===== src/rtl/rs_pkg.sv =====
// rs_pkg: GF(2^8) field constants, RS(255,239) generator taps and encoder states.
package rs_pkg;
   localparam int N = 255;
   localparam int NPAR = 16;
   localparam int K = N - NPAR;
   localparam int SYMW = 8;
   localparam logic [SYMW:0] POLY = 9'h11D;
   // g(x) = prod_{i=0..15} (x + alpha^i); G[i] is the x^i coefficient, x^16 is implicit
   localparam logic [SYMW-1:0] G [0:NPAR-1] = '{
      8'h3b, 8'h24, 8'h32, 8'h62, 8'he5, 8'h29, 8'h41, 8'ha3,
      8'h08, 8'h1e, 8'hd1, 8'h44, 8'hbd, 8'h68, 8'h0d, 8'h3b
   };
   typedef enum logic [1:0] {IDLE, MSG, PAR} state_e;
   function automatic logic [SYMW-1:0] gf_mul(input logic [SYMW-1:0] a, input logic [SYMW-1:0] b);
      logic [SYMW-1:0] p, x;
      p = '0;
      x = a;
      for (int k = 0; k < SYMW; k++) begin
         p = b[k] ? p ^ x : p;
         x = x[SYMW-1] ? (x << 1) ^ POLY[SYMW-1:0] : x << 1;
      end
      return p;
   endfunction
endpackage


===== src/rtl/gf_const_mul.sv =====
// gf_const_mul: multiply a symbol by a fixed GF(2^8) constant as a pure XOR network.
module gf_const_mul
   import rs_pkg::*;
#(
   parameter logic [SYMW-1:0] C = 8'h01
) (
   input  logic [SYMW-1:0] a_i,
   output logic [SYMW-1:0] y_o
);
   logic [SYMW-1:0] col [SYMW];
   // each input bit selects the constant column C*alpha^i
   for (genvar i = 0; i < SYMW; i++) begin : g_col
      localparam logic [SYMW-1:0] P = gf_mul(C, SYMW'(1 << i));
      assign col[i] = a_i[i] ? P : '0;
   end
   always_comb begin
      y_o = '0;
      for (int j = 0; j < SYMW; j++) y_o ^= col[j];
   end
endmodule


===== src/rtl/rs_encoder.sv =====
// rs_encoder: systematic RS(255,239) encoder, message passthrough then 16 LFSR parity symbols.
// Optional RS_ENC_SHORT_EN adds msg_len for shortened codewords (zero-prefixed parity).
module rs_encoder
   import rs_pkg::*;
(
   input  logic            clk,
   input  logic            reset,
   input  logic            in_valid,
   output logic            in_ready,
   input  logic [SYMW-1:0] din,
   output logic            out_valid,
   input  logic            out_ready,
   output logic [SYMW-1:0] dout,
   output logic            out_sop,
   output logic            out_eop,
`ifdef RS_ENC_SHORT_EN
   input  logic [SYMW-1:0] msg_len,
`endif
   output logic            busy
);
   state_e state_q, state_d;
   logic [SYMW-1:0] cnt_q, cnt_d;
   logic [SYMW-1:0] r_q [NPAR];
   logic [SYMW-1:0] r_d [NPAR];
   logic [SYMW-1:0] gm [NPAR];
   logic [SYMW-1:0] dout_q, dout_d, fb, in_len, cur_len;
   logic valid_q, valid_d, sop_q, sop_d, eop_q, eop_d, adv, acc, last;
`ifdef RS_ENC_SHORT_EN
   logic [SYMW-1:0] len_q, len_d;
   assign in_len = (msg_len == '0 || msg_len > SYMW'(K)) ? SYMW'(K) : msg_len;
   assign cur_len = len_q;
   assign len_d = (state_q == IDLE && acc) ? in_len : len_q;
   always_ff @(posedge clk) len_q <= reset ? '0 : len_d;
`else
   assign in_len = SYMW'(K);
   assign cur_len = SYMW'(K);
`endif
   assign adv = out_ready | ~valid_q;
   assign in_ready = adv & (state_q != PAR);
   assign acc = in_valid & in_ready;
   assign fb = din ^ r_q[NPAR-1];
   assign last = cnt_q + 1'b1 == (state_q == IDLE ? in_len : cur_len);
   for (genvar i = 0; i < NPAR; i++) begin : g_tap
      gf_const_mul #(.C(G[i])) u_mul (.a_i(fb), .y_o(gm[i]));
   end
   always_comb begin
      state_d = state_q;
      cnt_d = cnt_q;
      r_d = r_q;
      dout_d = dout_q;
      valid_d = valid_q;
      sop_d = sop_q;
      eop_d = eop_q;
      if (adv && state_q == PAR) begin
         valid_d = 1'b1;
         dout_d = r_q[NPAR-1];
         r_d[0] = '0;
         for (int j = 1; j < NPAR; j++) r_d[j] = r_q[j-1];
         sop_d = 1'b0;
         eop_d = cnt_q == SYMW'(NPAR-1);
         cnt_d = eop_d ? '0 : cnt_q + 1'b1;
         state_d = eop_d ? IDLE : PAR;
      end else if (adv) begin
         valid_d = acc;
         sop_d = acc & (state_q == IDLE);
         eop_d = 1'b0;
         if (acc) begin
            dout_d = din;
            r_d[0] = gm[0];
            for (int j = 1; j < NPAR; j++) r_d[j] = r_q[j-1] ^ gm[j];
            cnt_d = last ? '0 : cnt_q + 1'b1;
            state_d = last ? PAR : MSG;
         end
      end
   end
   always_ff @(posedge clk) begin
      if (reset) begin
         state_q <= IDLE;
         cnt_q <= '0;
         r_q <= '{default: '0};
         dout_q <= '0;
         valid_q <= 1'b0;
         sop_q <= 1'b0;
         eop_q <= 1'b0;
      end else begin
         state_q <= state_d;
         cnt_q <= cnt_d;
         r_q <= r_d;
         dout_q <= dout_d;
         valid_q <= valid_d;
         sop_q <= sop_d;
         eop_q <= eop_d;
      end
   end
   assign out_valid = valid_q;
   assign dout = dout_q;
   assign out_sop = sop_q;
   assign out_eop = eop_q;
   assign busy = state_q != IDLE;
endmodule

===== config.mk =====
export PLATFORM = sky130hd
export DESIGN_NAME = rs_encoder
export DESIGN_NICKNAME = d
export VERILOG_FILES = /design/src/rtl/rs_pkg.sv /design/src/rtl/gf_const_mul.sv /design/src/rtl/rs_encoder.sv
export SDC_FILE = /design/constraint.sdc
export NUM_CORES = 1
export LEC_CHECK = 0
export CORE_MARGIN = 3
export CORE_UTILIZATION = 60
export DETAILED_ROUTE_END_ITERATION = 10
export PLACE_DENSITY = 0.8
export SLEW_MARGIN = 30
export SYNTH_ARGS = -nofsm -noshare
export SYNTH_HDL_FRONTEND = slang
export SYNTH_SLANG_ARGS = --single-unit

===== constraint.sdc =====
create_clock -name clk -period 3.7 [get_ports clk]
set_input_delay 0.74 -clock clk [delete_from_list [all_inputs] [get_ports clk]]
set_output_delay 0.74 -clock clk [all_outputs]
set_load 0.02 [all_outputs]

* Word-level counts from Yosys, hierarchy flattened
Cells that the tools add are included.
** Word-level totals
- Memories :: 0
- Bits in registers :: 149
- ROM bits :: 0
- Logic and storage cells :: 301
- Latch bits :: 0
- Memory bits (writable) :: 0
- Bits of input ports :: 12
- Output and inout bits :: 13
** Operators by class
- Eq/ne operators :: 4
- Order comparisons :: 0
- Bitwise operators :: 126
- Reductions and logical operators :: 8
- Multipliers :: 0
- Div/mod/pow operators :: 0
- Mux-type cells :: 140
- Shift-type cells :: 0
- $add $sub $neg :: 1
** Operators with widths (number)
- $xor 8x8->8 :: 121
- $mux 8 :: 65
- $mux 120 :: 3
- $mux 7 :: 30
- $mux 6 :: 18
- $mux 5 :: 9
- $mux 4 :: 4
- $mux 2 :: 5
- $add 8x1->8 const B :: 1
- $eq 8x4->1 const B :: 1
- $eq 8x8->1 const B :: 1
- $mux 3 :: 2
- $reduce_bool 2->1 :: 3
- $mux 1 :: 4
- $reduce_and 2->1 :: 2
- $and 1x1->1 :: 3
- $eq 2x2->1 const B :: 1
- $logic_not 2->1 :: 1
- $ne 2x2->1 const B :: 1
- $reduce_or 2->1 :: 1
- $logic_and 1x1->1 :: 1
- $not 1->1 :: 1
- $or 1x1->1 :: 1

* Logic depth before layout (Yosys ltp)
- Depth after elaboration :: 13
- Depth in mapped cells :: 9
- Depth with buffers taken out :: 7

* Hierarchy
A second synthesis with hierarchy kept.
** Second synthesis, totals
- Cells, all modules :: 1076
- Area, all modules :: 9790.6 µm²
** Modules (own cells, without submodules)
- rs_encoder :: instances 1, cells each 838, area each 7000.5 µm², seq. area each 2982.9 µm²
- gf_const_mul at g_tap[0].u_mul ... :: instances 2, cells each 13, area each 190.2 µm², seq. area each 0.0 µm²
- gf_const_mul at g_tap[7].u_mul :: instances 1, cells each 14, area each 221.5 µm², seq. area each 0.0 µm²
- gf_const_mul at g_tap[9].u_mul :: instances 1, cells each 16, area each 217.7 µm², seq. area each 0.0 µm²
- gf_const_mul at g_tap[10].u_mul :: instances 1, cells each 16, area each 216.5 µm², seq. area each 0.0 µm²
- gf_const_mul at g_tap[12].u_mul :: instances 1, cells each 17, area each 216.5 µm², seq. area each 0.0 µm²
- gf_const_mul at g_tap[3].u_mul :: instances 1, cells each 17, area each 182.7 µm², seq. area each 0.0 µm²
- gf_const_mul at g_tap[1].u_mul :: instances 1, cells each 14, area each 181.4 µm², seq. area each 0.0 µm²
- gf_const_mul at g_tap[4].u_mul :: instances 1, cells each 18, area each 181.4 µm², seq. area each 0.0 µm²
- gf_const_mul at g_tap[14].u_mul :: instances 1, cells each 16, area each 175.2 µm², seq. area each 0.0 µm²
- gf_const_mul at g_tap[13].u_mul :: instances 1, cells each 18, area each 172.7 µm², seq. area each 0.0 µm²
- gf_const_mul at g_tap[11].u_mul :: instances 1, cells each 15, area each 143.9 µm², seq. area each 0.0 µm²
- gf_const_mul at g_tap[2].u_mul :: instances 1, cells each 12, area each 140.1 µm², seq. area each 0.0 µm²
- gf_const_mul at g_tap[5].u_mul :: instances 1, cells each 15, area each 138.9 µm², seq. area each 0.0 µm²
- 2 more rows

* Worst setup path before layout
Ideal clock, no wire load.
- Kind :: input-to-reg
- Start point :: in din[6]
- End point :: reg r_q[46] in the netlist's numbering
- Setup time :: 0.091 ns
- Cell stages on the path :: 6
- Data arrival time :: 2.374 ns
- Data required time :: 3.609 ns
- Setup slack :: 1.235 ns
- Buffers on the path :: 1
- Path through :: xnor2_4 > buf_4 > xnor3_1 > xnor2_1 > or3_1 > a311oi_1
** On the way
- Longest elaborated chain between the ends :: 8
** RTL lines
- start: declaration :: RTL line rs_encoder.sv:10 : input logic [SYMW-1:0] din,
- $xor 8x8->8 :: RTL line rs_encoder.sv:41 : assign fb = din ^ r_q[NPAR-1];
- $mux 7 :: RTL line gf_const_mul.sv:14 : assign col[i] = a_i[i] ? P : '0;
- $xor 8x8->8 (2 in series) :: RTL line gf_const_mul.sv:18 : for (int j = 0; j < SYMW; j++) y_o ^= col[j];
- $xor 8x8->8 :: RTL line rs_encoder.sv:70 : for (int j = 1; j < NPAR; j++) r_d[j] = r_q[j-1] ^ gm[j];
- $mux 120 :: RTL line rs_encoder.sv:67 : if (acc) begin
- $mux 120 :: RTL line rs_encoder.sv:63 : end else if (adv) begin
- $mux 120 :: RTL line rs_encoder.sv:54 : if (adv && state_q == PAR) begin
- end signal: assignment :: RTL line rs_encoder.sv:88 : r_q <= r_d;
- end: declaration :: RTL line rs_encoder.sv:23 : logic [SYMW-1:0] r_q [NPAR];
No other way between the ends. The select of a mux whose other input is x is not followed.
A chain may end at the register's enable or synchronous reset.

* Final worst setup path
- Start point :: in out_ready
- End point :: out in_ready
** On the way
- Longest elaborated chain between the ends :: 2
** RTL lines
- start: declaration :: RTL line rs_encoder.sv:12 : input logic out_ready,
- $or 1x1->1 :: RTL line rs_encoder.sv:38 : assign adv = out_ready | ~valid_q;
- $and 1x1->1 :: RTL line rs_encoder.sv:39 : assign in_ready = adv & (state_q != PAR);
- end: declaration :: RTL line rs_encoder.sv:9 : output logic in_ready,
No other way between the ends.

==> results.cfg <==
[floorplanning]
coreArea_um2 = 13600
die_y_um = 125
fp-row-count = 42
design.portCount = 25
die-width_um = 125
dieArea_um2 = 15700
initial_utilization_pct = 62.8

[cells_and_area]
final_cell_mix = nor2_1 (160), dfxtp_1 (149), xnor2_1 (110)
layout-drive-gt1-share_pct = 10.7
fillers = 1007
area_growth_pct = 14.5
finalNetCount = 1024
layout_commonest_cell = nor2_1
seqCellArea_um2 = 2980
multi_input_area_um2 = 5210
diodes = 0

[clock_tree]
cts-hold-fix-buffers = 0
cts_tree = done
cts_setup_buffers = 0
clock-sinks = 149
cts_buffers = 17
root_buffer = clkbuf_16
clockBufferDepth = 2
cts_htree_levels = 4
clkLatencyLatePin_ps = 430
post_cts_resized = 0
clk_pin_slew_ps = 60

[drt]
vias = 7485
drt-wirelength-per-cell_um = 18.9
drc = 0
antenna_left = 0
vias_per_cell = 6.24
first_iter_violations = 754
wl_mm = 22.6
dr.pass1.iters = 5

[worst_setup_path]
critical_path_class = in2out
cp.depth = 4
crit_top_cell = clkdlybuf4s50_1
r2r_setup_slack_ps = 970
crit_arrival_ps = 2430
cp_top_family = buffers and inverters
timing.rr.end = r_q[47]
critical_path.cell_chain = clkdlybuf4s50_1 > nor2b_1 > nor2_1 > clkdlybuf4s50_1
cp.required_ps = 2960
crit_buf_inv = 2
endpoint = in_ready
critPathCaptureType = primary output
reg2reg_from = r_q[3]
crit_slowest_cell = clkdlybuf4s50_1
crit_path_start_kind = input pin
cp_slowest_stage_delay_ps = 570
cp-startpoint = out_ready
cp_max_fo = 6
reg2reg_depth = 6

[synthesis]
ys_seq_elements = 149
synthArstFlopShare_pct = 0
synth_cells = 1000
synthesis.nets = 1014
synth_seq_area_share_pct = 35.0
synth-warning-count = 0
synth_area_um2 = 8520
netlist_top_cells_area = dfxtp_1 (35%), xnor2_1 (11%), nor2_1 (7.1%)
yosysUniqueCellTypes = 51
yosysTopAreaCell = dfxtp_1
synth_top_area_share_pct = 35.0
synthFlopType = dfxtp_1
syn_area_per_cell_um2 = 8.52
synth_edf_count = 0

[power]
ir_worst_vdd_v = 0.000701
p_leak_uw = 0.00371
power_density_nw_per_um2 = 1200

[timing]
final_max_slew_viol_count = 0
tightest_slew_ps = 864
period_needed_ps = 3170
max-slew-margin-rel_pct = 42.1
final_hold_viol_count = 0
rsz0062_at_grt = no
setup_slack_ps = 533
finalSetupTns_ps = 0
fmax_mhz = 316
finalCritPeriodShare_pct = 85.6
setup_viol_count_final = 0
skew_ps = 10.0

[global_routing]
grt_usage_pct = 29.0
grt_pass1_wl_mm = 36.7
grt_pass1_vias = 6791
gr-total-overflow = 0
grt_antenna_before_repair = 0
grt_max_degree = 106

[place]
dpl.hpwl_mm = 15.2
dp_slack_ps = 218
gp_congestion = 0.926
portBuffers = 24

[run_status]
status = complete, no violations

[min_path]
hold_class = reg2reg

[flow_run]
cap_viol_max_count = 0
[worst min-delay path, cell delays in order, from the launching register on]
cell and delay (ps):
dfxtp_1 310, nand2_1 50, a21oi_1 50
[cells in the mapped netlist, drive strengths merged, types with 6 or more instances]
cell type  count
inv           15
nor3          22
nand3          8
nor4           7
a21oi         36
nand2         68
xnor3         13
a22oi         10
clkbuf        67
buf           12
xor2          20
a211oi        56
a2bb2oi       13
a311oi        47
nor2         161
nand2b         6
xnor2        133
o21a           6
o21ai         58
dfxtp        149
or3           38
nand4          6
[worst min path at each step]
stage	startpoint	endpoint	depth (start not counted)
after floorplan	state_q[1]	state_q[1]	2
after global placement	out_eop	out_eop	2
after detailed placement	out_eop	out_eop	2
after CTS	out_eop	out_eop	2
after global routing	out_eop	out_eop	2
final	out_eop	out_eop	2
[report_power, final]
| group | internal [µW] | switching, µW |
|---|---|---|
| sequential | 2140 | 466 |
| combinational | 3390 | 3840 |
| clock | 1200 | 691 |
| total | 6730 | 4990 |
[layer usage]
layer | vias to the layer above | part of all wire [%] | GRT usage (%)
li1 | 3570 | - | -
met1 | 3549 | 43 | 41.5
met5 | - | 0 | 0
met3 | 47 | 8.7 | 5.33
met4 | 0 | 3.0 | 10.5
met2 | 319 | 45 | 44.2
[flip-flops by register name, indices dropped and copies added, names as in the netlist]
signal     count
r_q          128
cnt_q          8
dout           8
state_q        2
out_eop        1
out_sop        1
out_valid      1
[metrics by stage]
step | util (%) | power, µW | instances | hold WS (ps) | area [µm²]
floorplan | - | 8000 | 1000 | 449 | 8520
global placement | 67.2 | 9530 | 1167 | 454 | 9110
detailed placement | 67.2 | 9670 | 1167 | 462 | 9110
CTS | 71.9 | 11700 | 1199 | 470 | 9750
global route | 71.9 | 12500 | 1199 | 498 | 9750
finish | 71.9 | 11700 | 1199 | 470 | 9750
[logic make-up (layout without fill, tap and decap cells)]
group | count (synthesis) | count (layout) | share of synthesized area, %
AOI/OAI and AO/OA | 254 | 254 | 20.6
xor gates and xnor gates | 166 | 166 | 22.0
adders and majority gates | 2 | 2 | 0.294
buffers and inverters | 94 | 117 | 4.32
DFF | 149 | 149 | 35.0
muxes | 2 | 2 | 0.235
and+or+nand+nor | 333 | 333 | 17.5
[cell type report]
class                   instances  share of cell area, %
clock inverters                13                   2.10
flip-flops and latches        149                   30.6
inverters                      15                  0.577
multi-input cells             757                   53.4
clock buffers                  19                   4.44
repair buffers                 70                   6.62
well taps                     176                   2.26
Note: power is estimated with default switching activity, not from simulation.
